`src/rtl/demux_pkg.sv`:
```
// Shared constants and types for the 4-lane tagged demultiplexer.
// Optional feature macro used by demux_12b: DEMUX_STATS_EN (per-lane accept counters).
package demux_pkg;

   localparam int NUM_LANES = 4;
   // Tag bit positions at the default 12-bit word width; the tag is always the top two bits.
   localparam int DEF_WIDTH = 12;
   localparam int TAG_MSB   = DEF_WIDTH - 1;
   localparam int TAG_LSB   = DEF_WIDTH - 2;
   localparam int TAG_W     = TAG_MSB - TAG_LSB + 1;
   localparam int STAT_W    = 16;

   typedef logic [TAG_W-1:0] lane_t;

endpackage

```
`src/rtl/demux_lane_fifo.sv`:
```
// Single-lane synchronous FIFO. Push into a full lane and pop from an empty lane
// are ignored. The head word reads as zero while empty.
module demux_lane_fifo #(
   parameter int WIDTH = 12,
   parameter int DEPTH = 4
) (
   input  logic             clk,
   input  logic             reset,
   input  logic             push,
   input  logic             pop,
   input  logic [WIDTH-1:0] word,
   output logic             full,
   output logic             empty,
   output logic [WIDTH-1:0] head
);

   localparam int PTR_W = $clog2(DEPTH);
   localparam int CNT_W = PTR_W + 1;

   logic [WIDTH-1:0] mem [DEPTH];
   logic [PTR_W-1:0] wr_ptr;
   logic [PTR_W-1:0] rd_ptr;
   logic [CNT_W-1:0] count;
   logic             do_push;
   logic             do_pop;

   // Full is evaluated before any same-edge pop, so a full lane never bypasses.
   assign full    = (count == CNT_W'(DEPTH));
   assign empty   = (count == '0);
   assign do_push = push && !full;
   assign do_pop  = pop && !empty;
   assign head    = empty ? '0 : mem[rd_ptr];

   // Storage has no reset; stale contents are hidden by the empty flag.
   always_ff @(posedge clk) begin
      if (do_push) mem[wr_ptr] <= word;
   end

   // Pointers wrap naturally because DEPTH is a power of two.
   always_ff @(posedge clk) begin
      if (reset) begin
         wr_ptr <= '0;
         rd_ptr <= '0;
         count  <= '0;
      end else begin
         if (do_push) wr_ptr <= wr_ptr + 1'b1;
         if (do_pop)  rd_ptr <= rd_ptr + 1'b1;
         count <= count + CNT_W'(do_push) - CNT_W'(do_pop);
      end
   end

endmodule

```
`src/rtl/demux_12b.sv`:
```
// Tagged-word demultiplexer: the top two bits of each word select one of four
// independent lane FIFOs. Optional macro DEMUX_STATS_EN adds saturating
// per-lane accepted-word counters on stat_count0..3.
module demux_12b
   import demux_pkg::*;
#(
   parameter int WIDTH = 12,
   parameter int DEPTH = 4
) (
   input  logic             clk,
   input  logic             reset,
   input  logic [WIDTH-1:0] data_in,
   input  logic             valid_in,
   output logic             ready_in,
   output logic [WIDTH-1:0] data_out0,
   output logic [WIDTH-1:0] data_out1,
   output logic [WIDTH-1:0] data_out2,
   output logic [WIDTH-1:0] data_out3,
   output logic             valid_out0,
   output logic             valid_out1,
   output logic             valid_out2,
   output logic             valid_out3,
   input  logic             pop0,
   input  logic             pop1,
   input  logic             pop2,
   input  logic             pop3
`ifdef DEMUX_STATS_EN
   ,
   output logic [STAT_W-1:0] stat_count0,
   output logic [STAT_W-1:0] stat_count1,
   output logic [STAT_W-1:0] stat_count2,
   output logic [STAT_W-1:0] stat_count3
`endif
);

   lane_t                             lane;
   logic                              accept;
   logic [NUM_LANES-1:0]              push;
   logic [NUM_LANES-1:0]              pop;
   logic [NUM_LANES-1:0]              full;
   logic [NUM_LANES-1:0]              empty;
   logic [NUM_LANES-1:0][WIDTH-1:0]   head;
   logic [NUM_LANES-1:0][WIDTH-1:0]   dout;
   logic [NUM_LANES-1:0]              vout;

   assign lane     = lane_t'(data_in[WIDTH-1 -: TAG_W]);
   // Readiness depends only on the addressed lane, never on valid_in.
   assign ready_in = ~full[lane];
   // Words offered during reset are dropped.
   assign accept   = valid_in && ready_in && !reset;
   assign pop      = {pop3, pop2, pop1, pop0};

   for (genvar i = 0; i < NUM_LANES; i++) begin : g_lane
      assign push[i] = accept && (lane == lane_t'(i));
      // Outputs are forced quiet while reset is held, before the flush edge lands.
      assign vout[i] = ~empty[i] & ~reset;
      assign dout[i] = reset ? '0 : head[i];

      demux_lane_fifo #(
         .WIDTH (WIDTH),
         .DEPTH (DEPTH)
      ) u_fifo (
         .clk   (clk),
         .reset (reset),
         .push  (push[i]),
         .pop   (pop[i]),
         .word  (data_in),
         .full  (full[i]),
         .empty (empty[i]),
         .head  (head[i])
      );
   end

   assign data_out0  = dout[0];
   assign data_out1  = dout[1];
   assign data_out2  = dout[2];
   assign data_out3  = dout[3];
   assign valid_out0 = vout[0];
   assign valid_out1 = vout[1];
   assign valid_out2 = vout[2];
   assign valid_out3 = vout[3];

`ifdef DEMUX_STATS_EN
   logic [NUM_LANES-1:0][STAT_W-1:0] stat;

   for (genvar i = 0; i < NUM_LANES; i++) begin : g_stat
      // Count accepted words per lane, holding at all-ones.
      always_ff @(posedge clk) begin
         if (reset)                                  stat[i] <= '0;
         else if (push[i] && (stat[i] != '1))        stat[i] <= stat[i] + 1'b1;
      end
   end

   assign stat_count0 = stat[0];
   assign stat_count1 = stat[1];
   assign stat_count2 = stat[2];
   assign stat_count3 = stat[3];
`endif

endmodule

```
`config.mk`:
```
export PLATFORM = sky130hd
export DESIGN_NAME = demux_12b
export DESIGN_NICKNAME = d
export VERILOG_FILES = /design/src/rtl/demux_pkg.sv /design/src/rtl/demux_lane_fifo.sv /design/src/rtl/demux_12b.sv
export SDC_FILE = /design/constraint.sdc
export NUM_CORES = 1
export LEC_CHECK = 0
export ABC_AREA = 1
export CORE_MARGIN = 10
export CORE_UTILIZATION = 30
export CTS_CLUSTER_DIAMETER = 60
export DETAILED_ROUTE_END_ITERATION = 6
export GPL_TIMING_DRIVEN = 0
export PLACE_DENSITY = 0.49
export SLEW_MARGIN = 5
export SYNTH_ARGS = -nofsm -noshare
export SYNTH_HDL_FRONTEND = slang
export SYNTH_HIERARCHICAL = 1
export SYNTH_SLANG_ARGS = --single-unit
```
`constraint.sdc`:
```
create_clock -name clk -period 3.2 [get_ports clk]
set_input_delay 0.96 -clock clk [delete_from_list [all_inputs] [get_ports clk]]
set_output_delay 0.96 -clock clk [all_outputs]
set_load 0.02 [all_outputs]
```
; ---- Yosys cells after proc, flatten, opt, wreduce, memory -nomap -nowiden
; Memory sizes are Yosys's and may differ from the RTL's. A register that Yosys moved wholly into a read port is not among the register bits.
; Index checks and enable logic that the tools add are counted.
[classes]
addsub = 16
n_lt_le_gt_ge = 1
eq_ne = 7
n_mux = 26
n_bitwise = 10
n_reduce_logical = 28
[ops]
columns = op, n
row1 = $mux 12, 8
row2 = $add 2x1->2 const B, 8
row3 = $mux 2, 8
row4 = $logic_and 1x1->1, 14
row5 = $add 3x1->3, 4
row6 = $eq 3x3->1 const B, 4
row7 = $logic_not 3->1, 4
row8 = $sub 3x1->3, 4
row9 = $logic_not 1->1, 9
row10 = $mux 1, 9
row11 = $not 1->1, 6
row12 = $and 1x1->1, 4
row13 = $eq 2x2->1 const B, 2
row14 = $lt 2x3->1 const B, 1
row15 = $bmux 1 s2, 1
row16 = $eq 2x1->1 const B, 1
row17 = $logic_not 2->1, 1
[word_totals]
ff_bits = 28
ramBits = 192
inputBits = 19
out_inout_bits = 53
wordCells = 104
memories = 4
[mem_list]
columns = name, depth, width, rd, rd_clocked_by_memory_dff, write_ports, line_no
row1 = g_lane[0].u_fifo.mem, 4, 12, 1, 1, 1, demux_lane_fifo.sv:20  ; logic [WIDTH-1:0] mem [DEPTH];
row2 = g_lane[1].u_fifo.mem, 4, 12, 1, 1, 1, demux_lane_fifo.sv:20
row3 = g_lane[2].u_fifo.mem, 4, 12, 1, 1, 1, demux_lane_fifo.sv:20
row4 = g_lane[3].u_fifo.mem, 4, 12, 1, 1, 1, demux_lane_fifo.sv:20

; ---- Longest topological paths before layout
; Gate-level depths: netlist of the first run.
[logic_depth]
depth_word = 10
ltp_mapped = 16
ltp_nobuf = 16

; ---- Cells and area by module
; The synthesis of the first run kept the hierarchy.
[by_module_without_submodules]
columns = module, instances, cells_each, area_per_inst_um2, seq_area_each_um2
row1 = demux_lane_fifo, 4, 259, 2655.0, 1621.6
row2 = demux_12b, 1, 128, 515.5, 0.0

; ---- Worst setup path after synthesis of the first run
; No wires, ideal clock.
[synth_path]
path_kind = input port to flip-flop
startpoint = in reset
endpoint = reg g_lane[1].u_fifo.count[2]
setup_time_ns = 0.115
t_arrival_ns = 2.718
required_ns = 3.085
path_slack_ns = 0.367
cell_stages = 11
n_path_buf = 1
cell_sequence = buf_6 > nor2_1 > nand3_4 > nor2_1 > nand2_1 > ha_1 > inv_1 > ha_1 > fa_1 > a21oi_1 > nor2_1
[synth_via]
elab_chain_len = 6
[synth_rtl]
columns = item, line_no
row1 = from (decl), demux_12b.sv:11  ; input logic reset,
row2 = $logic_not 1->1, demux_12b.sv:50  ; assign accept = valid_in && ready_in && !reset;
row3 = $logic_and 1x1->1, demux_12b.sv:50
row4 = $logic_and 1x1->1, demux_12b.sv:54  ; assign push[i] = accept && (lane == lane_t'(i));
row5 = net push[1], demux_12b.sv:38  ; logic [NUM_LANES-1:0] push;
row6 = $logic_and 1x1->1, demux_lane_fifo.sv:30  ; assign do_push = push && !full;
row7 = $add 3x1->3, demux_lane_fifo.sv:48  ; count <= count + CNT_W'(do_push) - CNT_W'(do_pop);
row8 = $sub 3x1->3, demux_lane_fifo.sv:48
row9 = to (signal assigned), demux_lane_fifo.sv:48
row10 = to (decl), demux_lane_fifo.sv:23  ; logic [CNT_W-1:0] count;
; The timed path passes the listed nets, and every way through them passes these cells.
; A chain may end at the register's enable or synchronous reset.

; ---- Final worst setup path of the first run
[layout_path]
startpoint = in reset
endpoint = out data_out3[7]
[layout_via]
elab_chain_len = 1
[layout_rtl]
columns = item, line_no
row1 = $mux 12, demux_12b.sv:57  ; assign dout[i] = reset ? '0 : head[i];
row2 = to (decl), demux_12b.sv:18  ; output logic [WIDTH-1:0] data_out3,
; No other way between the ends.

==> results of run 1 <==
tightest hold or removal path: stages, from the launching register on:
cell                      delay, ns
sky130_fd_sc_hd__dfxtp_1       0.33
sky130_fd_sc_hd__a21oi_1       0.05
sky130_fd_sc_hd__nor2_1        0.07
registers in the layout, indices dropped and copies added (netlist names), named ones only:
signal                flops
g_lane.u_fifo/wr_ptr      8
g_lane.u_fifo/count      12
g_lane.u_fifo/mem       192
g_lane.u_fifo/rd_ptr      8
routing by layer:
layer | vias up | wire [um] | track usage
met3 | 38 | 844 | 0.0183
met2 | 82 | 12700 | 0.199
met5 | - | 0 | 0
li1 | 3765 | - | -
met4 | 0 | 526 | 0.0320
met1 | 3348 | 12300 | 0.150
area by class of cell:
cell class / instances / area [sq um] / area share
well taps: 468 / 586 / 0.0441
clock buffers: 44 / 831 / 0.0626
plain buffers: 38 / 357 / 0.0269
multi-input cells: 575 / 3110 / 0.234
clock inverters: 6 / 43.8 / 0.00330
flip-flops and latches: 228 / 6490 / 0.489
repair buffers: 71 / 642 / 0.0484
inverters: 323 / 1220 / 0.0921
timing repair:
| action | 4_1_cts | 5_1_grt |
|---|---|---|
| setup endpoints to repair | 257 | 101 |
| hold endpoints to repair | 0 | 0 |
| pin swaps | 0 | 0 |
| resized for setup | 76 | 8 |
power by group through the flow:
stage          Clock, mW  Sequential (mW)  Combinational, mW
2_1_floorplan          0             3.49               2.17
3_3_place_gp           0             3.51               3.19
3_5_place_dp           0             3.51               3.20
4_1_cts             3.04             3.45               3.08
5_1_grt             3.18             3.46               3.39
6_report            2.95             3.45               3.02
how the worst max path moves through the flow:
stage | from | end | slack, ns | cells after the start
5_1_grt | valid_in | g_lane[2].u_fifo/mem[0][8] | -0.06 | 7
6_report | reset | data_out3[7] | 0.10 | 5
3_5_place_dp | data_in[10] | g_lane[3].u_fifo/mem[3][4] | -1.43 | 9
3_3_place_gp | data_in[10] | g_lane[0].u_fifo/mem[1][6] | -1.33 | 9
4_1_cts | valid_in | g_lane[3].u_fifo/mem[3][9] | 0.006 | 7
2_1_floorplan | reset | g_lane[1].u_fifo/count[2] | 0.37 | 11
cells by family after synthesis:
group	after synthesis	share of synthesized area
AND/OR/NAND/NOR	479	0.201
buffers and inverters	361	0.141
flip-flops	228	0.582
AO/OA/AOI/OAI	68	0.0413
adder cells (fa/ha/maj)	28	0.0342
stage by stage:
stage	util	hold slack, ns	TNS [ns]
CTS	0.362	0.486	0
global route	0.363	0.515	-2.10
finish	0.363	0.482	0
floorplan	-	0.448	0
global placement	0.340	0.461	-301.11
detailed placement	0.340	0.474	-307.92
cell usage in the layout, fill, tap and decap left out, drive strengths merged:
cell type        n
inv            324
nand2          252
edfxtp         192
nor2           113
nand3          113
a21oi           68
dlygate4sd2     52
clkbuf          44
buf             41
dfxtp           36
ha              24
clkdlybuf4s50   16
fa               4
clkinv           4
and2             1
clkinvlp         1
==> reports/results.md, run 1 <==
| Parameter | Value |
| --- | --- |
| Instance count after placement with tap cells included | 1,703 |
| Post-detailed-placement cell area | 0.0124 sq mm |
| Worst path max stage delay | 0.39 ns |
| Maximum number of pins on one net before global-route repair | 22 |
| CTS Buf Count | 27 |
| Worst EP required | 2.24 ns |
| Combined buffer and inverter count along the critical path | 4 |
| Drt pass-1 iters | 4 |
| Maximum ir drop on the vdd rail | 0.404 mV |
| Arrival time at the worst endpoint | 2.14 ns |
| Worst-Skew Late Latency | 0.53 ns |
| Post-placement worst setup slack | -1.43 ns |
| Mapped Avg Cell Area | 9.57 sq um |
| Proportion of layout cells with a drive suffix above 1 | 0.168 |
| Initial antenna violation count | 0 |
| Wire per inst | 15.0 um |
| Site Rows | 70 |
| Final instance area | 0.0133 sq mm |
| Synth-to-layout area growth | 19.2% |
| Die Footprint | 0.0452 sq mm |
| Minimum setup slack in the final design | 0.102 ns |
| Worst min-delay path class | reg2reg |
| Total setup buffers inserted after CTS | 0 |
| Most frequent cell after synthesis | sky130_fd_sc_hd__inv_1 |
| Vias after detailed routing | 7,233 |
| Crit-path cells | buf_4 > buf_6 > buf_2 > nor2_1 > dlygate4sd2_1 |
| Die outline width | 213 um |
| DR vias/cell | 4.13 |
| Total congestion overflow | 0 |
| Net switching power | 3.20 mW |
| Drt first-iter violations | 317 |
| Power share of the combinational group | 0.321 |
| Hold Fails Final Rpt | 0 |
| Largest area contributor in the synthesized netlist | sky130_fd_sc_hd__edfxtp_1 |
| Endpoint, Worst Hold | g_lane[2].u_fifo/rd_ptr[0] |
| Diodes inserted | 0 |
| Number of warnings issued by yosys | 6 |
| Detail Placement HPWL | 17,500 um |
| Clock-pin slew on the worst setup and hold paths | 0.06 ns |
| Period minus WS final | 3.10 ns |
| Flip-flop and latch count after synthesis | 228 |
| Clock group share of total power | 0.313 |
| First-pass GRT wire length | 40,300 um |
| Largest delay contributor family on the critical path | buffers and inverters |
| Post-synth ARST share | 0 |
| Count of fill cells added during filler insertion | 3,712 |
| Worst relative slew slack | 0.177 |
| Most used flip-flop cell after synthesis | sky130_fd_sc_hd__edfxtp_1 |
| Number of cell instances on the worst register-to-register path | 10 |
| Sequential share of the synthesized area | 0.582 |
| Setup Viol. Count Final | 0 |
| Total DRC errors in the routed layout | 0 |
| Initial cell density of the core | 0.304 |
| Total of buffers placed on input and output ports | 71 |
| Worst clock skew on the final layout | 0.0133 ns |
| Switching power share of the total | 0.340 |
| Register-to-Register Setup Slack | 0.37 ns |
| Reg2reg start | g_lane[3].u_fifo/count[1] |
| Buffer type at the clock tree root | sky130_fd_sc_hd__clkbuf_16 |
| Cts hold-fix bufs | 0 |
| Peak clock frequency supported by timing | 0.323 GHz |
| Setup repair after global routing missed its margin | yes |
| Vias in the first global route | 7,064 |
| Number of nets in the synthesized netlist | 1,211 |
| Cell internal pwr | 6.21 mW |
| Count of clock tree sinks | 228 |
| Kind of end point of the critical path | output port |
| Transition time of the tightest slew-check pin | 1.23 ns |
| Hold path startpoint | g_lane[2].u_fifo/rd_ptr[0] |
| Gate count after technology mapping | 1,164 |
| Area fraction of the dominant cell type after synthesis | 0.518 |
| Layout Cells excl Fill | 1,753 |
| Status | complete, no violations |
| Final net count | 1,311 |
| Top-level port count | 72 |
| Number of enable-type register cells in the synthesized netlist | 192 |
| Number of pins with negative max-slew slack in the final report | 0 |
| Highest-delay cell along the critical path | sky130_fd_sc_hd__dlygate4sd2_1 |
| Cell depth of the worst min-delay path | 2 |
| Routed WL | 26,300 um |
| Leading post-synthesis cells by instance count | 314 x sky130_fd_sc_hd__inv_1, 206 x sky130_fd_sc_hd__nand2_1, 192 x sky130_fd_sc_hd__edfxtp_1 |
| Mapped cell area | 0.0111 sq mm |
| DRT antenna net count | 0 |
| Reg-to-Reg End | g_lane[0].u_fifo/mem[1][4] |
| CTS tree | built |
| Area of the placeable core | 0.0366 sq mm |
| Top cells by area in the synthesized netlist | sky130_fd_sc_hd__edfxtp_1 52%, sky130_fd_sc_hd__inv_1 11%, sky130_fd_sc_hd__nand2_1 6.9% |
| Deepest clock path buffer count | 3 |
| Overall power | 9.41 mW |
| Overall track demand over capacity in global routing | 0.117 |
| Share of total power in sequential cells | 0.366 |
| GP Congestion | 0.757 |
| Fraction of the cycle the final worst path needs | 0.968 |
| Largest fanout on the critical path | 13 |
| Launching element type of the critical path | input port |
| Count of maximum capacitance violations | 0 |
| Total number of H-tree levels | 1 |
| Vertical die dimension | 213 um |
| Distinct cell type count after synthesis | 21 |
| Worst setup path class | in2out |
| Leakage | 6.02 nW |
| Pwr Density | 709 mW/mm^2 |
Note: power is estimated with default switching activity, not from simulation.
==> run 2: changes to the inputs <==
CORE_MARGIN = default   (was 10)
SETUP_SLACK_MARGIN = 0.05   (was default)
SLEW_MARGIN = 20   (was 5)
==> run 2 against run 1 <==
  * Non-clock buffer count did not move
  * Final area rose by 0.26%
  * Global-route usage rose by 2.2 points
  * Clock-buffer cell count fell by 8
  * Clock skew barely moved
  * Worst setup slack improved by 0.061 ns
  * Flip-flop and latch count did not move
  * Via count rose by 1.6%
  * Clock power rose by 5%
  * Total power rose by 1.4%
  * Critical path type is now reg2out
  * Largest cell class unchanged
==> reports/results.md, run 2 (synthesized netlist as in run 1, its figures left out) <==
| Parameter | Value |
| --- | --- |
| Total congestion overflow | 0 |
| Total of buffers placed on input and output ports | 71 |
| Proportion of layout cells with a drive suffix above 1 | 0.174 |
| Number of pins with negative max-slew slack in the final report | 0 |
| Drt pass-1 iters | 4 |
| CTS tree | built |
| Transition time of the tightest slew-check pin | 1.04 ns |
| Detail Placement HPWL | 16,700 um |
| Period minus WS final | 3.04 ns |
| Status | complete, no violations |
| Deepest clock path buffer count | 3 |
| Setup Viol. Count Final | 0 |
| Area of the placeable core | 0.0366 sq mm |
| Final instance area | 0.0133 sq mm |
| Leakage | 6.03 nW |
| Post-placement worst setup slack | -1.40 ns |
| Reg2reg start | g_lane[3].u_fifo/count[1] |
| Routed WL | 25,500 um |
| Worst-Skew Late Latency | 0.53 ns |
| Die outline width | 195 um |
| Post-detailed-placement cell area | 0.0125 sq mm |
| Peak clock frequency supported by timing | 0.329 GHz |
| Switching power share of the total | 0.332 |
| Arrival time at the worst endpoint | 2.08 ns |
| Total number of H-tree levels | 1 |
| Diodes inserted | 0 |
| Initial antenna violation count | 1 |
| End-of-flow core utilization | 0.364 |
| Pwr Density | 717 mW/mm^2 |
| Flip-flop count of the largest register, all copies and words added | 192 |
| Net switching power | 3.17 mW |
| Count of clock tree sinks | 228 |
| Largest fanout on the critical path | 10 |
| Highest-count cells in the layout ignoring fill and taps | 314 x sky130_fd_sc_hd__inv_1, 206 x sky130_fd_sc_hd__nand2_1, 192 x sky130_fd_sc_hd__edfxtp_1 |
| CTS Buf Count | 27 |
| Final total negative setup slack | 0 ns |
| GP Congestion | 0.721 |
| Worst clock skew on the final layout | 0.0136 ns |
| DRT antenna net count | 0 |
| Final net count | 1,311 |
| Worst hold margin | 0.477 ns |
| Overall track demand over capacity in global routing | 0.139 |
| Kind of end point of the critical path | output port |
| Total DRC errors in the routed layout | 0 |
| Worst min-delay path class | reg2reg |
| Synth-to-layout area growth | 19.5% |
| Instance count after placement with tap cells included | 1,703 |
| Die Footprint | 0.0379 sq mm |
| Power share of the combinational group | 0.313 |
| Vertical die dimension | 195 um |
| Wire per inst | 14.6 um |
| Layout Cells excl Fill | 1,752 |
| Worst setup path class | reg2out |
| Worst relative slew slack | 0.305 |
| Regs by FF count | g_lane.u_fifo/mem: 192 flops, g_lane.u_fifo/count: 12 flops |
| Clock group share of total power | 0.325 |
| Hold path startpoint | g_lane[0].u_fifo/rd_ptr[0] |
| Setup repair after global routing missed its margin | yes |
| Minimum setup slack in the final design | 0.164 ns |
| Fraction of the cycle the final worst path needs | 0.949 |
| Launching element type of the critical path | flip-flop |
| Overall power | 9.54 mW |
| Maximum number of pins on one net before global-route repair | 22 |
| Share of total power in sequential cells | 0.361 |
| Register with the most flip-flops | g_lane.u_fifo/mem |
| Hold Fails Final Rpt | 0 |
| First-pass GRT wire length | 40,100 um |
| Maximum ir drop on the vdd rail | 0.384 mV |
| Drt first-iter violations | 398 |
| Vias in the first global route | 7,211 |
| Worst EP required | 2.24 ns |
| Site Rows | 70 |
| Initial cell density of the core | 0.304 |
| Cell internal pwr | 6.37 mW |
| Vias after detailed routing | 7,351 |
| Top-level port count | 72 |
| DR vias/cell | 4.20 |
| Clock-pin slew on the worst setup and hold paths | 0.06 ns |
| Buffer type at the clock tree root | sky130_fd_sc_hd__clkbuf_16 |
| Count of maximum capacitance violations | 0 |
| Most common cell after layout, fill and taps aside | sky130_fd_sc_hd__inv_1 |
run 2: changes by cell type in the layout (fill, tap and decap cells not counted), sizes merged:
cell / change
bufinv: +4
clkinvlp: -1
clkinv: +4
clkbuf: -5
clkdlybuf4s15: +1
dlygate4sd2: -4
run 2: path summary, 6_finish.rpt:
check | endpoint | slack, ns | depth (start not counted)
hold / removal | flip-flop | 0.48 | 2
setup / recovery | data_out3[10] | 0.16 | 8
hold reg to reg | flip-flop | 0.48 | 2
setup reg to reg | g_lane[0].u_fifo/count[2] | 0.43 | 16
run 2: layout make-up:
type,instances,area [sq um]
plain buffers,38,354
flip-flops and latches,228,6490
fillers,3686,23300
repair buffers,71,636
clock inverters,13,166
well taps,468,586
inverters,323,1220
clock buffers,36,739
multi-input cells,575,3120
run 2: critical path, stage by stage, from the launching register on:
cell                              delay [ns]
sky130_fd_sc_hd__dfxtp_1                0.31
sky130_fd_sc_hd__buf_6                  0.13
sky130_fd_sc_hd__buf_2                  0.19
sky130_fd_sc_hd__nand2_1                0.09
sky130_fd_sc_hd__nand3_1                0.11
sky130_fd_sc_hd__a21oi_1                0.14
sky130_fd_sc_hd__inv_1                  0.05
sky130_fd_sc_hd__nor2_1                 0.17
sky130_fd_sc_hd__clkdlybuf4s15_1        0.35
run 2: repair_timing:
action                     CTS  global route
hold endpoints to repair     0             0
setup endpoints to repair  257            35
hold buffers                 0             0
buffers inserted             0             0
gates resized for setup     75             8
run 2: layer usage:
metal | global-route usage | vias to the layer above | part of all wire
met2 | 0.240 | 117 | 0.48
met1 | 0.181 | 3436 | 0.46
met3 | 0.0194 | 39 | 0.041
met5 | 0 | - | 0
met4 | 0.0382 | 0 | 0.019
li1 | - | 3759 | -
run 2: power by group through the flow:
stage	clock [mW]	combinational, mW	sequential, mW
6_report	3.10	2.99	3.45
3_5_place_dp	0	3.19	3.51
5_1_grt	3.30	3.37	3.47
2_1_floorplan	0	2.17	3.49
4_1_cts	3.19	3.06	3.45
3_3_place_gp	0	3.16	3.51
==> run 3: changes to the inputs <==
CORE_MARGIN = 4   (was default)
PLACE_DENSITY = 0.45   (was 0.49)
==> run 3 against run 2 <==
  * Clock-buffer cell count down 3
  * Final area rose by 0.55%
  * Global-route usage is 1.1 points lower
  * Die area is 6.3% higher
  * Clock skew barely moved
  * Total power grew 1.9%
  * Sequential power is essentially flat
  * Maximum frequency is essentially flat
  * Wire length grew 2.0%
  * Register-to-register slack got worse by 0.03 ns
  * Worst setup slack gained 0.00053 ns
  * Critical path type is now in2out
  * Critical endpoint is now valid_out1
  * Highest routed layer unchanged
==> reports/results.md, run 3 (synthesized netlist as in run 1, its figures left out) <==
| Parameter | Value |
| --- | --- |
| Status | complete, no violations |
| Maximum number of pins on one net before global-route repair | 22 |
| Worst path max stage delay | 0.36 ns |
| Register with the most flip-flops | g_lane.u_fifo/mem |
| Worst-Skew Late Latency | 0.53 ns |
| Vertical die dimension | 201 um |
| Site Rows | 70 |
| Synth-to-layout area growth | 20.2% |
| GP Congestion | 0.728 |
| Kind of end point of the critical path | output port |
| Worst hold margin | 0.479 ns |
| Net switching power | 3.23 mW |
| Final instance area | 0.0134 sq mm |
| Total setup buffers inserted after CTS | 0 |
| Cell internal pwr | 6.49 mW |
| Top-level port count | 72 |
| Diodes inserted | 0 |
| Proportion of layout cells with a drive suffix above 1 | 0.176 |
| Post-placement worst setup slack | -1.41 ns |
| Layout Cells excl Fill | 1,755 |
| Power share of the combinational group | 0.309 |
| Final total negative setup slack | 0 ns |
| DRT antenna net count | 0 |
| Overall power | 9.72 mW |
| Peak clock frequency supported by timing | 0.329 GHz |
| DR vias/cell | 4.13 |
| Highest-delay cell along the critical path | sky130_fd_sc_hd__dlygate4sd2_1 |
| Initial antenna violation count | 0 |
| Flip-flop count of the largest register, all copies and words added | 192 |
| Worst setup path class | in2out |
| Transition time of the tightest slew-check pin | 1.00 ns |
| Post-detailed-placement cell area | 0.0124 sq mm |
| Pwr Density | 726 mW/mm^2 |
| Detail Placement HPWL | 17,000 um |
| Total number of H-tree levels | 1 |
| Clock group share of total power | 0.337 |
| Total of buffers placed on input and output ports | 71 |
| Routed WL | 26,000 um |
| Drt pass-1 iters | 5 |
| Worst min-delay path class | reg2reg |
| Worst clock skew on the final layout | 0.0133 ns |
| Worst EP required | 2.24 ns |
| Sequential cell area | 0.00649 sq mm |
| Leakage | 6.05 nW |
| Area of the placeable core | 0.0366 sq mm |
| Instance count after placement with tap cells included | 1,703 |
| Count of clock tree sinks | 228 |
| Count of fill cells added during filler insertion | 3,756 |
| Total congestion overflow | 0 |
| Initial cell density of the core | 0.304 |
| Hold Fails Final Rpt | 0 |
| Drt first-iter violations | 355 |
| Cts hold-fix bufs | 0 |
| Switching power share of the total | 0.332 |
| Final net count | 1,313 |
| Maximum ir drop on the vdd rail | 0.412 mV |
| Vias after detailed routing | 7,246 |
| Arrival time at the worst endpoint | 2.08 ns |
| Wire per inst | 14.8 um |
| Largest fanout on the critical path | 13 |
| Crit-path cells | buf_4 > buf_6 > buf_4 > nor2_2 > dlygate4sd2_1 |
| First-pass GRT wire length | 40,400 um |
| Buffer type at the clock tree root | sky130_fd_sc_hd__clkbuf_16 |
| Overall track demand over capacity in global routing | 0.128 |
| CTS Buf Count | 29 |
| Worst relative slew slack | 0.329 |
| Highest-count cells in the layout ignoring fill and taps | 314 x sky130_fd_sc_hd__inv_1, 206 x sky130_fd_sc_hd__nand2_1, 192 x sky130_fd_sc_hd__edfxtp_1 |
| Setup Viol. Count Final | 0 |
| Launching element type of the critical path | input port |
| Share of total power in sequential cells | 0.355 |
| End-of-flow core utilization | 0.366 |
| Die outline width | 201 um |
| Number of pins with negative max-slew slack in the final report | 0 |
| Count of maximum capacitance violations | 0 |
| Crit-path most repeated cell | sky130_fd_sc_hd__buf_4 |
| CTS tree | built |
| Total DRC errors in the routed layout | 0 |
| Footprint of the multi-input gates | 0.00313 sq mm |
| Vias in the first global route | 7,009 |
| Minimum setup slack in the final design | 0.164 ns |
| Deepest clock path buffer count | 3 |
| Most common cell after layout, fill and taps aside | sky130_fd_sc_hd__inv_1 |
| Period minus WS final | 3.04 ns |
| Die Footprint | 0.0403 sq mm |
| Regs by FF count | g_lane.u_fifo/mem: 192 flops, g_lane.u_fifo/count: 12 flops |
| Fraction of the cycle the final worst path needs | 0.949 |
| Setup repair after global routing missed its margin | yes |
| Clock-pin slew on the worst setup and hold paths | 0.05 ns |
-- run 3: cell count changes in the layout (fill, tap and decap cells not counted), moves of 3 or more --
cell,change
sky130_fd_sc_hd__clkinv_1,+6
sky130_fd_sc_hd__clkbuf_8,-3
sky130_fd_sc_hd__nor2_1,-4
sky130_fd_sc_hd__nor2_2,+4
sky130_fd_sc_hd__clkinv_2,-3
-- run 3: power groups by stage --
stage	clock [mW]	combinational, mW	sequential, mW
final	3.27	3.00	3.45
after floorplan	0	2.17	3.49
after global routing	3.52	3.39	3.46
after detailed placement	0	3.19	3.51
after CTS	3.38	3.07	3.45
after global placement	0	3.18	3.51
-- run 3: layout make-up --
class,instances,area share
clock inverter,19,0.0167
inverter,323,0.0914
timing repair buffer,71,0.0477
clock buffer,33,0.0554
sequential,228,0.485
tap,468,0.0438
multi-input combinational,575,0.234
buffer,38,0.0266
-- run 3: path summary, 6_finish.rpt --
path	slack [ns]	end	start	depth (start not counted)
worst max register to register	0.40	g_lane[3].u_fifo/count[2]	g_lane[3].u_fifo/count[1]	15
worst min-delay path	0.48	g_lane[1].u_fifo/rd_ptr[0]	g_lane[1].u_fifo/rd_ptr[0]	2
worst max-delay path	0.16	valid_out1	reset	5
worst min register to register	0.48	g_lane[1].u_fifo/rd_ptr[0]	g_lane[1].u_fifo/rd_ptr[0]	2
-- run 3: per-layer routing --
| metal | GRT usage | share of wire | wire length [um] |
|---|---|---|---|
| met5 | 0 | 0 | 0 |
| met4 | 0.0290 | 0.015 | 382 |
| met3 | 0.0207 | 0.038 | 989 |
| met2 | 0.217 | 0.47 | 12200 |
| met1 | 0.175 | 0.48 | 12400 |
-- run 3: critical path, delay by kind of cell --
family | cells | cell delay [ns]
buf+inv | 4 | 0.90
simple gates | 1 | 0.20
-- run 3: what timing repair did --
action | 4_1_cts | 5_1_grt
setup endpoints to repair | 257 | 25
gates cloned | 0 | 0
gates resized for setup | 77 | 10
